**config.mk**
```make
export PLATFORM = sky130hd
export DESIGN_NAME = chip_cfg_sequencer
export DESIGN_NICKNAME = d
export VERILOG_FILES = /design/src/rtl/chip_cfg_pkg.sv /design/src/rtl/cfg_guard_timer.sv /design/src/rtl/chip_cfg_sequencer.sv
export SDC_FILE = /design/constraint.sdc
export NUM_CORES = 1
export LEC_CHECK = 0
export ABC_AREA = 1
export CAP_MARGIN = 20
export CORE_ASPECT_RATIO = 1.2
export CORE_UTILIZATION = 42
export DETAILED_ROUTE_END_ITERATION = 12
export PLACE_DENSITY = 0.65
export SYNTH_ARGS = -nofsm -noshare
export SYNTH_HDL_FRONTEND = slang
export SYNTH_SLANG_ARGS = --single-unit
```
**constraint.sdc**
```tcl
create_clock -name clk -period 1.8 [get_ports clk]
set_input_delay 0.36 -clock clk [delete_from_list [all_inputs] [get_ports clk]]
set_output_delay 0.36 -clock clk [all_outputs]
set_load 0.05 [all_outputs]
```
**src/rtl/chip_cfg_pkg.sv**
```systemverilog
// Shared types and constants for the chip_divider configuration sequencer.
// Holds the sequencer state encoding, the counter width and the divider split encodings.
package chip_cfg_pkg;

  typedef logic [3:0] cfg_t;

  typedef enum logic [1:0] {
    IDLE,
    DRAIN,
    SWITCH,
    SETTLE
  } seq_state_t;

  localparam int CFG_CNT_W = 8;
  typedef logic [CFG_CNT_W-1:0] cnt_t;

  // chip_divider split encodings.
  localparam cfg_t CFG_MONO       = 4'd0;
  localparam cfg_t CFG_SPLIT_2X   = 4'd1;
  localparam cfg_t CFG_SPLIT_4X   = 4'd2;
  localparam cfg_t CFG_SPLIT_ASYM = 4'd3;

endpackage

```
**src/rtl/cfg_guard_timer.sv**
```systemverilog
// Loadable down-counter shared by the DRAIN and SETTLE phases.
// The last flag is high while the count is 1, the final cycle of a timed phase.
module cfg_guard_timer
  import chip_cfg_pkg::*;
#(
  parameter cnt_t RESET_VAL = cnt_t'(1)
) (
  input  logic clk,
  input  logic rst,
  input  logic load,
  input  cnt_t load_val,
  input  logic dec,
  output logic last
);

  cnt_t cnt_q, cnt_d;

  always_comb begin
    cnt_d = cnt_q;
    if (load) begin
      cnt_d = load_val;
    end else if (dec && (cnt_q != '0)) begin
      cnt_d = cnt_q - cnt_t'(1);
    end
  end

  // NOTE: sequential state is always written with <= so every flop samples pre-edge values.
  always_ff @(posedge clk) begin
    if (rst) cnt_q <= RESET_VAL;
    else     cnt_q <= cnt_d;
  end

  assign last = (cnt_q == cnt_t'(1));

endmodule

```
**src/rtl/chip_cfg_sequencer.sv**
```systemverilog
// Sequences configuration changes for chip_divider: gate pad OEs, drain, switch, settle, re-enable.
// Optional macro CHIP_CFG_LOCK_EN adds a sticky lock input that rejects all further requests.
module chip_cfg_sequencer
  import chip_cfg_pkg::*;
#(
  parameter cfg_t        RESET_CFG     = CFG_MONO,
  parameter logic [15:0] LEGAL_MASK    = 16'h000F,
  parameter int          GUARD_CYCLES  = 4,
  parameter int          SETTLE_CYCLES = 2
) (
  input  logic       clk,
  input  logic       rst,
  input  logic       req_valid,
  input  logic [3:0] req_cfg,
  output logic       req_ready,
  output logic [3:0] configuration,
  output logic       oe_gate,
  output logic       busy,
  output logic       done,
`ifdef CHIP_CFG_LOCK_EN
  input  logic       lock,
  output logic       locked,
`endif
  output logic       err
);

  if (GUARD_CYCLES < 1 || GUARD_CYCLES > 255) begin : g_bad_guard
    $error("GUARD_CYCLES must be in 1..255");
  end
  if (SETTLE_CYCLES < 1 || SETTLE_CYCLES > 255) begin : g_bad_settle
    $error("SETTLE_CYCLES must be in 1..255");
  end

  seq_state_t state_q, state_d;
  cfg_t       cfg_q, cfg_d, pend_q, pend_d;
  logic       oe_q, oe_d, busy_q, busy_d, done_q, done_d, err_q, err_d;
  logic       in_flight_q, in_flight_d;
  logic       tmr_load, tmr_dec, tmr_last, reject;
  cnt_t       tmr_val;

  cfg_guard_timer #(.RESET_VAL(cnt_t'(SETTLE_CYCLES))) u_timer (
    .clk      (clk),
    .rst      (rst),
    .load     (tmr_load),
    .load_val (tmr_val),
    .dec      (tmr_dec),
    .last     (tmr_last)
  );

`ifdef CHIP_CFG_LOCK_EN
  logic locked_q, locked_d, lock_pend_q, lock_pend_d;

  // A lock seen mid-sequence is parked and becomes sticky once the sequencer is idle again.
  always_comb begin
    locked_d    = locked_q;
    lock_pend_d = lock_pend_q;
    if (state_q == IDLE) begin
      if (lock || lock_pend_q) locked_d = 1'b1;
      lock_pend_d = 1'b0;
    end else if (lock) begin
      lock_pend_d = 1'b1;
    end
  end

  always_ff @(posedge clk) begin
    if (rst) begin
      locked_q    <= 1'b0;
      lock_pend_q <= 1'b0;
    end else begin
      locked_q    <= locked_d;
      lock_pend_q <= lock_pend_d;
    end
  end

  assign reject = locked_q | lock_pend_q;
  assign locked = locked_q;
`else
  assign reject = 1'b0;
`endif

  // NOTE: every signal gets a default first so no path through the case can infer a latch.
  always_comb begin
    state_d     = state_q;
    cfg_d       = cfg_q;
    pend_d      = pend_q;
    oe_d        = oe_q;
    busy_d      = busy_q;
    done_d      = 1'b0;
    err_d       = 1'b0;
    in_flight_d = in_flight_q;
    tmr_load    = 1'b0;
    tmr_dec     = 1'b0;
    tmr_val     = cnt_t'(GUARD_CYCLES);
    unique case (state_q)
      IDLE: begin
        if (req_valid) begin
          pend_d = req_cfg;
          if (!LEGAL_MASK[req_cfg] || reject) begin
            err_d = 1'b1;
          end else if (req_cfg == cfg_q) begin
            done_d = 1'b1;
          end else begin
            state_d     = DRAIN;
            oe_d        = 1'b0;
            busy_d      = 1'b1;
            in_flight_d = 1'b1;
            tmr_load    = 1'b1;
          end
        end
      end
      DRAIN: begin
        tmr_dec = 1'b1;
        if (tmr_last) state_d = SWITCH;
      end
      SWITCH: begin
        cfg_d    = pend_q;
        tmr_load = 1'b1;
        tmr_val  = cnt_t'(SETTLE_CYCLES);
        state_d  = SETTLE;
      end
      SETTLE: begin
        tmr_dec = 1'b1;
        if (tmr_last) begin
          // The post-reset settle has no request behind it, so it completes silently.
          state_d     = IDLE;
          oe_d        = 1'b1;
          busy_d      = 1'b0;
          done_d      = in_flight_q;
          in_flight_d = 1'b0;
        end
      end
      default: state_d = IDLE;
    endcase
  end

  always_ff @(posedge clk) begin
    if (rst) begin
      state_q     <= SETTLE;
      cfg_q       <= RESET_CFG;
      pend_q      <= RESET_CFG;
      oe_q        <= 1'b0;
      busy_q      <= 1'b1;
      done_q      <= 1'b0;
      err_q       <= 1'b0;
      in_flight_q <= 1'b0;
    end else begin
      state_q     <= state_d;
      cfg_q       <= cfg_d;
      pend_q      <= pend_d;
      oe_q        <= oe_d;
      busy_q      <= busy_d;
      done_q      <= done_d;
      err_q       <= err_d;
      in_flight_q <= in_flight_d;
    end
  end

  assign req_ready     = (state_q == IDLE);
  assign configuration = cfg_q;
  assign oe_gate       = oe_q;
  assign busy          = busy_q;
  assign done          = done_q;
  assign err           = err_q;

endmodule

```
After elaboration in Yosys (flattened, before gate mapping)
Memories as Yosys holds them, arrays and structs flattened.
Index checks and enable logic that the tools add are counted.
{ "classes": {"reduce_logical": 10, "shift": 0, "n_eq_ne": 10, "n_mux": 31, "n_addsub": 1, "div_mod_pow": 0, "bitwise": 2, "order_cmp": 1, "mul": 0} }
{ "op_table": {"columns": ["cell", "count"], "rows": [
  ["two-way mux 1 bit", 18],
  ["two-way mux 8 bit", 2],
  ["two-way mux 2 bit", 5],
  ["AND reduction 5 bit", 2],
  ["equality test 8 x 1 -> 1 bit, second input constant", 1],
  ["inequality test 2 bit, second input constant", 4],
  ["case mux 1 bit (2 select lines)", 4],
  ["case mux 2 bit (4 select lines)", 1],
  ["nonzero test 8 bit", 1],
  ["subtractor 8 x 1 -> 8 bit, second input constant", 1],
  ["< comparator 4 x 5 -> 1 bit, second input constant", 1],
  ["equality test 2 bit, second input constant", 2],
  ["equality test 4 bit", 1],
  ["nonzero test 2 bit", 2],
  ["two-way mux 3 bit", 1],
  ["OR reduction 3 bit", 1],
  ["equality test 2 x 1 -> 1 bit, second input constant", 1],
  ["logical NOT 2 bit", 1],
  ["inequality test 2 x 1 -> 1 bit, second input constant", 1],
  ["NOT 1 bit", 2],
  ["AND reduction 2 bit", 1],
  ["OR reduction 2 bit", 1],
  ["logical AND 1 bit", 1]
]} }
{ "word_totals": {"output_inout_bits": 9, "latch_bits": 0, "register_bits": 23, "input_bits": 7, "mem_bits_rw": 0, "mem_bits_ro": 16, "word_cells": 65, "memories": 1} }
{ "memory_table": {"columns": ["memory", "depth", "width", "rd", "rd_ports_with_merged_regs", "wr", "line", "rtl"], "rows": [
  ["(name not given)", 16, 1, 1, 0, 0, "chip_cfg_sequencer.sv:98", "if (!LEGAL_MASK[req_cfg] || reject) begin"]
]} }

Depth between registers and ports, before layout
{ "logic_depth": {"ltp_word": 6, "ltp_mapped": 10, "mapped_depth_nobuf": 10} }

Modules after synthesis
From an unflattened synthesis, not the netlist that was laid out.
{ "unflattened": {"cells_unflattened": 209, "hier_area_um2": 1410.1} }
{ "by_module_without_submodules": {"columns": ["module", "seq_area_each_um2", "area_each_um2", "instances", "cells_each"], "rows": [
  ["chip_cfg_sequencer", 300.3, 785.8, 1, 106],
  ["cfg_guard_timer", 160.2, 624.3, 1, 103]
]} }

Worst setup path after synthesis
OpenSTA, ideal clock, no wires.
{ "synth_timing": {"kind": "register to register", "start": "register state_q[0]", "end": "register u_timer.cnt_q[2]", "synth_period_minus_slack_ps": 1758, "setup_ps": 64, "t_arrival_ps": 1694, "required_ps": 1736, "path_slack_ps": 42, "path_buffers": 0, "path_stages_with_launch": 9, "cell_sequence": "dfxtp_1 -> inv_1 -> ha_1 -> nand2_1 -> nor3_1 -> nand2_2 -> nand3_1 -> nand2_1 -> nor2_1"} }
{ "synth_via": {"elab_cells_between_ends": 11, "classes_between": "eq/ne: 3; mux: 4; reduce/logical: 4"} }
{ "synth_rtl": {"columns": ["item", "line", "rtl"], "rows": [
  ["from (decl)", "chip_cfg_sequencer.sv:34", "seq_state_t state_q, state_d;"],
  ["from (signal assigned)", "chip_cfg_sequencer.sv:147", "state_q <= state_d;"],
  ["logical NOT 2 bit *", null, null],
  ["via req_ready", "chip_cfg_sequencer.sv:15", "output logic req_ready,"],
  ["case mux 1 bit (2 select lines) *", "chip_cfg_sequencer.sv:94", "unique case (state_q)"],
  ["two-way mux 8 bit / nonzero test 2 bit (equally long branches)", null, null],
  ["to (signal assigned)", "cfg_guard_timer.sv:30", "else cnt_q <= cnt_d;"],
  ["to (decl)", "cfg_guard_timer.sv:16", "cnt_t cnt_q, cnt_d;"]
]} }
Mark *: on every way through the listed nets, which the timed path passes. The rest lies on a longest branch.
A chain may end at the register's enable or synchronous reset.

Final worst setup path
{ "layout_timing": {"start": "register state_q[0]", "end": "output port req_ready"} }
{ "layout_via": {"elab_chain_cells": 1} }
{ "layout_rtl": {"columns": ["item", "line", "rtl"], "rows": [
  ["logical NOT 2 bit", "chip_cfg_sequencer.sv:158", "assign req_ready = (state_q == IDLE);"],
  ["to (decl)", "chip_cfg_sequencer.sv:15", null]
]} }
Every way passes these cells.

==> results summary <==
The flow ran to the end, and the final reports show no timing, DRC or antenna violations. For this block, the via count after detailed routing is between 1000 and 1500. The number of max-cap violations came out at 0. The clock reaches the later pin of the worst-skew pair after just over 300 ps. The first-pass iteration count of the detailed router came out at 4. The clock passes through at most 2 buffers. Dividing total power by cell area gives a power density of 1530 nW/um2. The count of flip-flops with a built-in enable after synthesis is 0. For hold timing, the worst endpoint is in_flight_q$_SDFFE_PP0P_. The cell family contributing the most delay on the critical path is flip-flops. The worst pin sits at a relative slew slack of approximately 79%. The clock net in this run drives a total of 23 sinks. The global-route total usage across every layer came out at a little under a fifth.

The maximum fanout along the worst path came out at 6. The final core area utilization is a little over half. The netlist area before placement is between 1000 and 1500 um2. After synthesis, the most frequently instantiated cells are 32 x nand2_1, 23 x dfxtp_1, 21 x inv_1. The number of warnings reported in the yosys synthesis log came out at 0.

Dividing the final minimum period by the clock period gives 88.9%. The global-route wire length before repair is 4.17 mm. The critical path is of the reg2out type. The minimum clock period after layout came out at about 1600 ps.

CTS built an H-tree with a depth of 1. The number of buffers and inverters on the critical path is 2. Pin placement for this block handled 16 I/O pins. The detail route stage leaves a number of antenna-violating nets equal to 0. The wire length on met3 is around 47 um. The net count reported at finish came out at 200. The via density per instance is between 4 and 5.

After detailed routing, the total wire length is between 2 and 2.5 mm. TritonCTS built the clock tree. The worst hold slack after final layout came out at ~470 ps. The dominant cell type by area after synthesis is dfxtp_1.

The maximum clock rate came out at 625 MHz. The setup check on the worst reg-to-reg path leaves a slack of around 220 ps. The standard-cell row count came out at 20.

CTS placed an instance of clkbuf_4 at the clock tree root. The flip-flop and latch count after synthesis came out at 23. The detailed router finished its first iteration with 16 violations.

The maximum ir drop on the vdd rail is around 0.73 mV. The placer congestion estimate came out at about 0.77. The number of failing setup endpoints in the final timing report is 0. After detailed routing, the average wire length per cell comes to approximately 11 um. The estimated wirelength of the detail-placed design came out at about 2 mm. The clock edge transition at the registers on the reported setup and hold paths came out at about 120 ps.

The largest net degree at the start of global routing came out at 14. The signed area change from the synthesized netlist to the final layout is 19.1%. The cell with the most instances after synthesis is nand2_1. In this run the static leakage power is around 0.67 nW. The number of antenna diodes in the final layout is 0. The highest layer touched by signal routing is met4. The number of remaining DRC errors is 0. The post-CTS setup-driven buffer insertion count came out at 0. The largest clock skew in the final design came out at approximately 8.1 ps. The core footprint is around 2600 um2. The worst min-delay path category is reg2reg.

The transition time of the tightest slew-check pin came out at 308 ps. Data on the critical path is required at its endpoint by approximately 1400 ps. In the synthesized netlist the dominant register cell turns out to be dfxtp_1. The number of antenna violations at the first check in global routing came out at 0.

The share of async-settable or async-resettable flops after synthesis came out at 0%. The port buffer count came out at 15. STA classifies the critical path endpoint as a primary output.

The launch instance of the worst min-delay path is in_flight_q$_SDFFE_PP0P_. The share of synthesized area in the top cell type comes to between 30% and 40%. By area the synthesized netlist is led by dfxtp_1 39%, nand2_1 10%, ha_1 7.4%, inv_1 6.6%, a21oi_1 5.5%. The count of final max-slew check failures came out at 0. Along the worst hold path, the cell count comes to 2. Counting distinct cell types in the post-synthesis netlist gives 24.

The total design power came out at between 0.002 and 0.0025 W. The number of endpoints with negative hold slack in the final report is 0. The delay contributed by the slowest stage of the critical path is 420 ps.

STA classifies the critical path startpoint as a flop. The endpoint identified for the worst register-to-register timing path is done$_SDFF_PP0_. For this design, the slowest cell found on the critical path is dfxtp_1. The post-synthesis average cell area came out at ~7.2 um2.

The arrival time at the worst endpoint is about 1200 ps. For this configuration, the core starts out at a cell density of a little under half. The critical path goes through inv_1, ha_2, buf_12. Summed over all layers, the global routing overflow is 0.

The startpoint identified for the worst register-to-register timing path is state_q[0]$_SDFFE_PP1P_. The number of instances in the synthesized netlist came out at about 160. The number of global-route vias before repair came out at just over 1000. The number of CTS-inserted buffers is 3. Measured along the x axis, the die boundary spans between 50 and 60 um. The die area is between 3000 and 4000 um2. The layout cell share with drive strength beyond 1 came out at about 17%.

The synthesized netlist net count came out at ~180. The depth of the most critical reg-to-reg path is 6. In the final routing, the length of wire on met1 measures ~1.1 mm. Sequential cells were found to cover 38.7% of the synthesized design area. Setup repair after global routing left no endpoint under its margin. The detailed route wirelength on metal2 is between 1 and 1.5 mm. The height of the chip came out at about 60 um.
## cell families (layout without fill, tap and decap cells)
logic type / count (synthesis) / count (layout) / share of synthesized area, %
DFF: 23 / 23 / 38.7
AOI/OAI and AO/OA: 27 / 27 / 11.8
adders and majority gates: 7 / 7 / 7.37
buffers and inverters: 25 / 46 / 8.21
xor gates and xnor gates: 3 / 3 / 2.21
and+or+nand+nor: 79 / 79 / 31.7
## worst register-to-register path, stage by stage, from the launching register on
cell and delay (ps):
dfxtp_1 370, inv_1 120, ha_2 280, nand2_1 110, nor3_1 250, nand3_1 130
a211oi_1 240
## how the worst max path moves through the flow
stage | from | endpoint | slack (ps) | cells after the start
global placement | req_cfg[2] | u_timer.cnt_q[2]$_SDFFE_PP0P_ | 50 | 10
detailed placement | req_cfg[2] | u_timer.cnt_q[2]$_SDFFE_PP0P_ | -1 | 10
finish | state_q[0]$_SDFFE_PP1P_ | req_ready | 200 | 3
global route | state_q[0]$_SDFFE_PP1P_ | done$_SDFF_PP0_ | 30 | 6
floorplan | state_q[0]$_SDFFE_PP1P_ | u_timer.cnt_q[2]$_SDFFE_PP0P_ | 40 | 8
CTS | state_q[0]$_SDFFE_PP1P_ | req_ready | 110 | 3
## stage by stage
step           std cells  TNS [ps]  instance area, um2  setup slack (ps)
2_1_floorplan        164         0                1190              42.5
3_3_place_gp         214         0                1390              45.1
3_5_place_dp         214     -1.02                1390             -1.02
4_1_cts              218         0                1410               105
5_1_grt              218         0                1420              30.7
6_report             218         0                1420               200
## report_power, final
group          leakage [nW]  switching [W]  internal, W  total [W]
clock                0.0177       0.000153    0.0000828   0.000236
combinational         0.463       0.000769     0.000423    0.00119
sequential            0.188      0.0000982     0.000645   0.000744
## repair_timing
item                                    in CTS  in global routing
hold buffers                                 0                  0
endpoints found under the setup margin       0                  5
gates resized for setup                      0                  1
## registers in the layout (all words and copies together) (netlist names)
name	cells
pend_q	4
busy	1
u_timer.cnt_q	8
state_q	2
in_flight_q	1
err	1
done	1
configuration	4
oe_gate	1
## layout make-up
class / instances / area [um2]
Clock inverter: 1 / 5.00
Fill cell: 269 / 1190
Timing Repair Buffer: 18 / 163
Sequential cell: 23 / 460
Inverter: 24 / 90.1
Tap cell: 33 / 41.3
Multi-Input combinational cell: 116 / 633
Clock buffer: 3 / 22.5
## cells in the final DEF (no fill, tap or decap), drive strengths merged
| cell type | n |
|---|---|
| nand3 | 12 |
| inv | 24 |
| dfxtp | 23 |
| o21ai | 12 |
| a211oi | 1 |
| nor3b | 1 |
| xnor2 | 2 |
| clkinv | 1 |
| nand2 | 37 |
| xor2 | 1 |
| or2 | 1 |
| buf | 12 |
| a21oi | 13 |
| o21a | 1 |
| clkbuf | 3 |
| nand4 | 2 |
| clkdlybuf4s50 | 6 |
| ha | 7 |
| nor3 | 5 |
| nor2 | 21 |
## metal layers
metal | vias to the layer above | GRT usage [%]
met1 | 494 | 20.4
met5 | - | 0
met4 | 0 | 7.14
met3 | 2 | 2.54
li1 | 566 | -
met2 | 12 | 33.9
Note: power is estimated with default switching activity, not from simulation.
